==> src/rtl/crc_stream_engine_pkg.sv <==
// Shared definitions for the CRC stream engine: FSM states plus width-parametrised
// mask and reflect helpers operating on a fixed maximum-width vector.
package crc_stream_engine_pkg;

   localparam int unsigned MAX_W  = 64;
   localparam int unsigned MAX_IW = $clog2(MAX_W);

   typedef enum logic [1:0] {
      ST_IDLE  = 2'd0,
      ST_RUN   = 2'd1,
      ST_FINAL = 2'd2
   } state_t;

   // Low w bits set, everything above cleared.
   function automatic logic [MAX_W-1:0] mask_w(input int unsigned w);
      logic [MAX_W-1:0] m;
      m = '0;
      for (int unsigned i = 0; i < MAX_W; i++) begin
         if (i < w) m[MAX_IW'(i)] = 1'b1;
      end
      return m;
   endfunction

   // Bit-reverse the low w bits of v; bits at and above w come back as zero.
   function automatic logic [MAX_W-1:0] reflect_w(input logic [MAX_W-1:0] v, input int unsigned w);
      logic [MAX_W-1:0] r;
      r = '0;
      for (int unsigned i = 0; i < MAX_W; i++) begin
         if (i < w) r[MAX_IW'(i)] = v[MAX_IW'(w - 32'd1 - i)];
      end
      return r;
   endfunction

endpackage

==> src/rtl/crc_parallel_step.sv <==
// Combinational DATA_WIDTH-deep chain of 1-bit CRC steps under a runtime polynomial and width.
module crc_parallel_step
   import crc_stream_engine_pkg::*;
#(
   parameter  int unsigned CRC_SIZE   = 32,
   parameter  int unsigned DATA_WIDTH = 8,
   localparam int unsigned WW         = $clog2(CRC_SIZE)
) (
   input  logic [CRC_SIZE-1:0]   crc_in,
   input  logic [DATA_WIDTH-1:0] data_in,
   input  logic [CRC_SIZE-1:0]   crc_poly,
   input  logic [WW-1:0]         crc_width,
   input  logic                  rev_in,
   output logic [CRC_SIZE-1:0]   crc_out
);

   logic [CRC_SIZE-1:0] mask;
   logic [CRC_SIZE-1:0] poly_m;
   logic [CRC_SIZE-1:0] c;
   logic                d;
   logic                fb;

   // Feedback is taken from bit W-1; the mask keeps bits above W at zero.
   always_comb begin
      mask    = CRC_SIZE'(mask_w(32'(crc_width) + 32'd1));
      poly_m  = crc_poly & mask;
      c       = crc_in;
      d       = 1'b0;
      fb      = 1'b0;
      for (int i = 0; i < DATA_WIDTH; i++) begin
         d  = rev_in ? data_in[i] : data_in[DATA_WIDTH-1-i];
         fb = c[crc_width] ^ d;
         c  = ((c << 1) & mask) ^ (fb ? poly_m : '0);
      end
      crc_out = c;
   end

endmodule

==> src/rtl/crc_stream_engine.sv <==
// Frame-level CRC engine: latches config on start, folds one beat per accepted cycle,
// then reflects/XORs the result in a single FINAL cycle.
module crc_stream_engine
   import crc_stream_engine_pkg::*;
#(
   parameter  int unsigned CRC_SIZE   = 32,
   parameter  int unsigned DATA_WIDTH = 8,
   localparam int unsigned WW         = $clog2(CRC_SIZE)
) (
   input  logic                  clk,
   input  logic                  rst_n,
   input  logic                  start,
   input  logic [CRC_SIZE-1:0]   crc_poly,
   input  logic [WW-1:0]         crc_width,
   input  logic [CRC_SIZE-1:0]   crc_init,
   input  logic [CRC_SIZE-1:0]   xor_out,
   input  logic                  rev_in,
   input  logic                  rev_out,
   input  logic [DATA_WIDTH-1:0] data_in,
   input  logic                  data_valid,
   input  logic                  data_last,
   output logic                  data_ready,
   output logic                  busy,
   output logic [CRC_SIZE-1:0]   crc_out,
   output logic                  crc_valid
);

   state_t              state;
   logic [CRC_SIZE-1:0] crc_q;
   logic [CRC_SIZE-1:0] poly_q;
   logic [CRC_SIZE-1:0] xor_q;
   logic [WW-1:0]       width_q;
   logic                rev_in_q;
   logic                rev_out_q;

   logic [CRC_SIZE-1:0] step_c;
   logic [CRC_SIZE-1:0] mask_cfg_c;
   logic [CRC_SIZE-1:0] mask_init_c;
   logic [CRC_SIZE-1:0] refl_c;
   logic                accept_c;

   crc_parallel_step #(
      .CRC_SIZE   (CRC_SIZE),
      .DATA_WIDTH (DATA_WIDTH)
   ) u_step (
      .crc_in    (crc_q),
      .data_in   (data_in),
      .crc_poly  (poly_q),
      .crc_width (width_q),
      .rev_in    (rev_in_q),
      .crc_out   (step_c)
   );

   assign mask_cfg_c  = CRC_SIZE'(mask_w(32'(width_q) + 32'd1));
   assign mask_init_c = CRC_SIZE'(mask_w(32'(crc_width) + 32'd1));
   assign refl_c      = CRC_SIZE'(reflect_w(MAX_W'(crc_q), 32'(width_q) + 32'd1));
   assign accept_c    = data_valid & data_ready;

   // start takes priority in every state; data_ready/busy track the state being entered.
   always_ff @(posedge clk or negedge rst_n) begin
      if (!rst_n) begin
         state      <= ST_IDLE;
         crc_q      <= '0;
         poly_q     <= '0;
         xor_q      <= '0;
         width_q    <= '0;
         rev_in_q   <= 1'b0;
         rev_out_q  <= 1'b0;
         crc_out    <= '0;
         crc_valid  <= 1'b0;
         busy       <= 1'b0;
         data_ready <= 1'b0;
      end else if (start) begin
         state      <= ST_RUN;
         crc_q      <= crc_init & mask_init_c;
         poly_q     <= crc_poly;
         xor_q      <= xor_out;
         width_q    <= crc_width;
         rev_in_q   <= rev_in;
         rev_out_q  <= rev_out;
         crc_valid  <= 1'b0;
         busy       <= 1'b1;
         data_ready <= 1'b1;
      end else begin
         case (state)
            ST_IDLE: begin
               busy       <= 1'b0;
               data_ready <= 1'b0;
            end
            ST_RUN: begin
               if (accept_c) begin
                  crc_q <= step_c;
                  if (data_last) begin
                     state      <= ST_FINAL;
                     data_ready <= 1'b0;
                  end
               end
            end
            ST_FINAL: begin
               crc_out    <= ((rev_out_q ? refl_c : crc_q) ^ xor_q) & mask_cfg_c;
               crc_valid  <= 1'b1;
               state      <= ST_IDLE;
               busy       <= 1'b0;
               data_ready <= 1'b0;
            end
            default: begin
               state      <= ST_IDLE;
               busy       <= 1'b0;
               data_ready <= 1'b0;
            end
         endcase
      end
   end

endmodule
==> config.mk <==
export PLATFORM = sky130hd
export DESIGN_NAME = crc_stream_engine
export DESIGN_NICKNAME = d
export VERILOG_FILES = /design/src/rtl/crc_stream_engine_pkg.sv /design/src/rtl/crc_parallel_step.sv /design/src/rtl/crc_stream_engine.sv
export SDC_FILE = /design/constraint.sdc
export NUM_CORES = 1
export LEC_CHECK = 0
export BUFFER_PORTS_ARGS = -buffer_cell sky130_fd_sc_hd__buf_4
export CAP_MARGIN = 20
export CORE_UTILIZATION = 25
export DETAILED_ROUTE_END_ITERATION = 8
export PLACE_DENSITY = 0.41
export SLEW_MARGIN = 20
export SYNTH_ARGS = -nofsm -noshare
export SYNTH_HDL_FRONTEND = slang
export SYNTH_HIERARCHICAL = 1
export SYNTH_SLANG_ARGS = --single-unit
==> constraint.sdc <==
create_clock -name clk -period 12 [get_ports clk]
set_input_delay 0 -clock clk [delete_from_list [all_inputs] [get_ports clk]]
set_output_delay 0 -clock clk [all_outputs]
set_load 0.02 [all_outputs]
# [Yosys cells after proc, flatten, opt, wreduce, memory -nomap -nowiden]
# Cells that the tools add are included.
[word_totals] reg_bits=140 out_inout_bits=35 word_cells=394
[classes] addsub=34 order_cmp=97 eq_ne=6 muxes=208 bitwise_logic=30 n_reduce_logical=8
[ops] operator="2-to-1 mux 32 bit" n=12
[ops] operator="AND 32 bit" n=11
[ops] operator="bitwise XOR 32 bit" n=9
[ops] operator="< comparator 6 x 7 -> 1 bit, second input constant" n=32
[ops] operator="binary-select mux 1 bit (select 6 bit)" n=32
[ops] operator="< comparator 5 x 6 -> 1 bit, first input constant" n=32
[ops] operator="2-to-1 mux 1 bit" n=152
[ops] operator="< comparator 4 x 6 -> 1 bit, first input constant" n=16
[ops] operator="subtractor 6 x 5 -> 6 bit, second input constant" n=16
[ops] operator="< comparator 3 x 6 -> 1 bit, first input constant" n=8
[ops] operator="subtractor 6 x 4 -> 6 bit, second input constant" n=8
[ops] operator="binary-select mux 1 bit (select 5 bit)" n=8
[ops] operator="< comparator 1 x 6 -> 1 bit, first input constant" n=4
[ops] operator="< comparator 2 x 6 -> 1 bit, first input constant" n=4
[ops] operator="subtractor 6 x 3 -> 6 bit, second input constant" n=4
[ops] operator="adder 5 x 1 -> 6 bit, second input constant" n=2
[ops] operator="subtractor 6 x 1 -> 6 bit, second input constant" n=2
[ops] operator="subtractor 6 x 2 -> 6 bit, second input constant" n=2
[ops] operator="bitwise XOR 1 bit" n=8
[ops] operator="< comparator 5 x 6 -> 1 bit, second input constant" n=1
[ops] operator="2-to-1 mux 2 bit" n=3
[ops] operator="!= test 3 bit, second input constant" n=2
[ops] operator="AND reduction 2 bit" n=3
[ops] operator="nonzero test 2 bit" n=3
[ops] operator="8 further kinds" n=9

# [Longest topological paths before layout]
[logic_depth] ltp_word=44 depth_mapped=66

# [Modules after synthesis]
# The synthesis kept the hierarchy.
[modules_own_cells] module="crc_parallel_step" n_inst=1 cells_per_inst=1807 area_each_um2=11105.7
[modules_own_cells] module="crc_stream_engine" n_inst=1 cells_per_inst=1134 area_each_um2=10563.9

# [Worst setup path after synthesis]
# Ideal clock, no wire load.
[synth_path] path_type="register to register" from="reg width_q[0]" to="reg crc_q[19]" setup_ns=0.065 arrival_time_ns=12.914 required_time_ns=11.935 slack_ns=-0.979 stages_incl_launch_ff=57 n_path_buf=8 synth_period_minus_slack_ns=12.979 cell_sequence="dfrtp_1 buf_2 inv_1 buf_4 ha_1 clkbuf_1 inv_1 a21oi_1 nor2_1 a31oi_1 a2bb2o_1 nor3_2 o32ai_4 nor3_1 o21ai_0 xnor2_1 a22o_1 o41ai_1 [... 21 more ...] nor3_2 or4_1 nor2b_1 a2111oi_2 nand3_1 and3_1 o41ai_1 mux2i_1 or3_1 nor3_1 or4_4 a22oi_4 buf_8 mux2i_1 mux2i_1 nor2_1 o22ai_1 o21a_1"
[synth_between] elab_chain_cells=44 elab_cells_between_ends=117 classes_between="add/sub (1); order compare (32); mux (59); bitwise (25)"
[synth_rtl] item="start: declaration" line_no="crc_stream_engine.sv:32" source="logic [WW-1:0] width_q;"
[synth_rtl] item="start signal: assignment" line_no="crc_stream_engine.sv:78" source="width_q <= crc_width;"
[synth_rtl] item="adder 5 x 1 -> 6 bit" line_no="crc_parallel_step.sv:25" source="mask = CRC_SIZE'(mask_w(32'(crc_width) + 32'd1));"
[synth_rtl] item="< comparator 1 x 6 -> 1 bit (tied with other cells)" line_no="crc_stream_engine_pkg.sv:19" source="if (i < w) m[MAX_IW'(i)] = 1'b1;"
[synth_rtl] item="2-to-1 mux 1 bit"
[synth_rtl] item="AND 32 bit" line_no="crc_parallel_step.sv:26" source="poly_m = crc_poly & mask;"
[synth_rtl] item="2-to-1 mux 32 bit" line_no="crc_parallel_step.sv:33" source="c = ((c << 1) & mask) ^ (fb ? poly_m : '0);"
[synth_rtl] item="bitwise XOR 32 bit" line_no="crc_parallel_step.sv:33"
[synth_rtl] item="binary-select mux 1 bit (select 5 bit)" line_no="crc_parallel_step.sv:32" source="fb = c[crc_width] ^ d;"
[synth_rtl] item="2-to-1 mux 1 bit (implied by the code)" line_no="crc_parallel_step.sv:32"
[synth_rtl] item="[... 29 more ...]"
[synth_rtl] item="2-to-1 mux 1 bit (implied by the code)" line_no="crc_parallel_step.sv:32"
[synth_rtl] item="bitwise XOR 1 bit" line_no="crc_parallel_step.sv:32"
[synth_rtl] item="2-to-1 mux 32 bit" line_no="crc_parallel_step.sv:33"
[synth_rtl] item="bitwise XOR 32 bit (*)" line_no="crc_parallel_step.sv:33"
[synth_rtl] item="net step_c[19]" line_no="crc_stream_engine.sv:36" source="logic [CRC_SIZE-1:0] step_c;"
[synth_rtl] item="2-to-1 mux 32 bit (*)" line_no="crc_stream_engine.sv:91" source="if (accept_c) begin"
[synth_rtl] item="2-to-1 mux 32 bit (*)" line_no="crc_stream_engine.sv:85" source="case (state)"
[synth_rtl] item="2-to-1 mux 32 bit (*)" line_no="crc_stream_engine.sv:73" source="end else if (start) begin"
[synth_rtl] item="end signal: assignment" line_no="crc_stream_engine.sv:75" source="crc_q <= crc_init & mask_init_c;"
[synth_rtl] item="end signal: assignment" line_no="crc_stream_engine.sv:92" source="crc_q <= step_c;"
[synth_rtl] item="end: declaration" line_no="crc_stream_engine.sv:29" source="logic [CRC_SIZE-1:0] crc_q;"
# The timed path passes the listed nets; every way through them passes the cells marked *. The select of a mux whose other input is x is not followed.
# A chain may end at the register's enable or synchronous reset.

# [Worst setup path in the final report]
[layout_path] from="reg width_q[1]" to="reg crc_q[2]"
# The elaborated chain is that of the path after synthesis.

==> metrics.md <==
| Metric | Value |
|---|---|
| Setup slack at placement | -3.57 ns |
| Vias in the first global route | 25400 |
| DP Cell Count | 4716 |
| CP max stage delay | 0.55 ns |
| Ys async rst share | 100% |
| Top-Level Pins | 151 |
| Clock tree buffer depth | 2 |
| Fill cells | 9007 |
| EDFF count, synth | 0 |
| Mapped Nets | 3071 |
| Die W | 296 um |
| CTS tree | done |
| Tightest Pin Transition | 1.07 ns |
| Via density | 5.57 |
| Min Tclk post-route | 14.73 ns |
| CTS Buf Count | 17 |
| Synthesized cell area | 0.0217 sq mm |
| Setup Viol. Count Final | 32 |
| Synth Flop Type | dfrtp_1 |
| Type of the most critical hold path | primary input to async pin |
| Multi-input combinational cell area | 0.0182 sq mm |
| Gate Count Post-Synth | 2941 |
| Final Max Tran Viols | 0 |
| Clk sinks | 140 |
| PD cells | 143 mW/mm^2 |
| Clock root cell | clkbuf_16 |
| Crit path DAT | 15.12 ns |
| CP required | 12.38 ns |
| Skew final | 0.0126 ns |
| Ranking of synthesized cells by area | dfrtp_1 (16%), mux2i_1 (10%), nand2_1 (8.5%) |
| Clock transition at path regs | 0.07 ns |
| Crit-path max FO | 7 |
| Most common library cells after synthesis | nand2_1 (488), nor2_1 (272), mux2i_1 (221) |
| Max stage delay cell, worst path | or4_4 |
| Core area | 0.0855 sq mm |
| Routed WL | 129000 um |
| Design Power | 4.68 mW |
| Via count | 27500 |
| Sequential Area | 0.00351 sq mm |
| Final worst-path cycle share | 123% |
| CP Class | flop to flop |
| Failing checks | setup timing |
| Relative slew slack | 28.0% |
| Synth top area share | 16.2% |
| Largest net degree at the start of global routing | 79 |
| GPL Wtd Cong | 0.988 |
| Fraction of the yosys area taken by sequential cells | 16.2% |
| Rows | 107 |
| Yosys top cell by area | dfrtp_1 |
| Static leakage | 13.8 nW |
| Final ANT Viol Nets | 0 |
| RSZ-0062 raised after global routing | yes |
| Die footprint | 0.0879 sq mm |
| 1st-iter DRT viols | 3102 |
| Most frequent cell after synthesis | nand2_1 |
| Mean post-synth cell area | 7.37 sq um |
| Port bufs | 150 |
| Final #Nets | 3907 |
| Initial antenna violation count | 3 |
| VDD IR-drop max | 0.0000755 V |
| Clk_lat worst skew | 0.47 ns |
| Most used cell along the critical path | buf_4 |
| Starting density of the core | 25.3% |
| YS warnings | 6 |
| Grt ovf | 0 |
| Layout area overhead | 50.4% |
| Yosys cell types | 123 |
| Post-DR wirelength/cell | 26.2 um |
| Final hold vios | 0 |
| Non-Filler Instances | 4938 |
| Die Y | 296 um |
| Status | finished with violations |
| Post-route DRC | 0 |
| DP HPWL | 104000 um |
| FMAX | 67.9 MHz |
| First-pass GRT wire length | 182000 um |
| CTS H-tree depth | 4 |
| Drt pass-1 iters | 6 |
| Max cap viols | 0 |
| GR Util All Layers | 28.5% |
| Final Hold Slack | 0.0394 ns |
| Worst setup margin | -2.73 ns |
| Seq cells post-synth | 140 |
| Layout cells sized above 1 | 35.4% |
| Worst setup EP type | flop |
| Setup crit start kind | flop |
[worst max-delay path: cells and delay by family, from the launching register on]
kind                   cells  cell delay, ns
AO/OA/AOI/OAI             25            5.57
XOR/XNOR                   1            0.10
buffers and inverters     22            3.31
flip-flops                 1            0.46
multiplexers               7            2.01
AND/OR/NAND/NOR           15            3.12
[power by group]
part / leakage [nW] / internal [mW] / switching (mW)
sequential: 1.73 / 0.527 / 0.0535
combinational: 11.8 / 1.61 / 1.93
clock: 0.295 / 0.297 / 0.257
[per-layer routing]
metal  vias to the layer above  track usage (%)  wire length (um)
met5                         -                0                 0
met4                         0             8.59              4230
met3                       212             4.23             10100
met2                      1304             43.4             55300
met1                     13500             41.0             59500
li1                      12500                -                 -
[kinds of logic (layout without fill, tap and decap cells)]
family | after synthesis | after routing | share of synthesized area [%]
compound gates | 784 | 784 | 25.2
other cells | 0 | 4 | 0
xor+xnor | 198 | 198 | 8.57
simple gates | 1197 | 1197 | 25.6
fa+ha+maj | 14 | 14 | 0.808
flops | 140 | 140 | 16.2
buf+inv | 266 | 1115 | 6.15
mux | 342 | 342 | 17.5
[flip-flops by register name (all words and copies together) (netlist names)]
signal	count
poly_q	32
data_ready	1
state	2
rev_in_q	1
rev_out_q	1
xor_q	32
busy	1
crc_q	32
crc_valid	1
width_q	5
crc_out	32
[final cells by class]
| class | instances | area share, % |
|---|---|---|
| multi-input cells | 2535 | 55.7 |
| repair buffers | 1042 | 26.8 |
| flip-flops and latches | 140 | 10.8 |
| well taps | 1144 | 4.39 |
| clock buffers | 17 | 1.31 |
| clock inverters | 15 | 0.514 |
| inverters | 41 | 0.472 |
| diodes | 4 | 0.0307 |
[worst paths after layout]
path	start	end	slack (ns)	cells past startpoint
worst max-delay path	width_q[1]	crc_q[2]	-2.73	70
worst min-delay path	rst_n	xor_q[24]	0.04	2
worst min register to register	crc_out[6]	crc_out[6]	0.48	2
min in group clk	start	crc_q[6]	0.07	2
max in group asynchronous	rst_n	width_q[0]	10.89	3
worst max register to register	width_q[1]	crc_q[2]	-2.73	70
[through the flow]
step	instance area, sq um	utilization (%)	TNS [ns]
detailed placement	28900	33.8	-110.13
CTS	31400	36.7	-75.65
global route	32600	38.1	-92.62
finish	32600	38.1	-84.62
global placement	28900	33.8	-109.69
floorplan	21900	-	-17.57
[cell usage in the layout, fill, tap and decap left out, drive strengths merged, types with 17 or more instances in the layout]
cell type,synthesis,layout
buf,116,929
nand2,489,489
nor2,273,273
mux2i,221,221
o21ai,208,208
a21oi,144,144
dfrtp,140,140
nand3,136,136
xnor2,122,122
dlygate4sd3,0,107
mux2,103,103
xor2,76,76
nor3,56,56
and3,53,53
inv,37,47
a31oi,41,41
a21o,40,40
nand4,38,38
and2,31,31
o211ai,31,31
o22ai,25,25
a22oi,25,25
clkbuf,105,23
o31ai,21,21
o2111ai,20,20
nand2b,19,19
a211oi,19,19
mux4,18,18
a211o,17,17
or3,17,17
[what timing repair did]
item	4_1_cts	5_1_grt
setup buffers	37	41
hold endpoints to repair	152	0
endpoints found under the setup margin	32	32
gates cloned	1	6
resized for setup	92	157
hold buffers	107	0
pin swaps	38	86
Note: power is estimated with default switching activity, not from simulation.
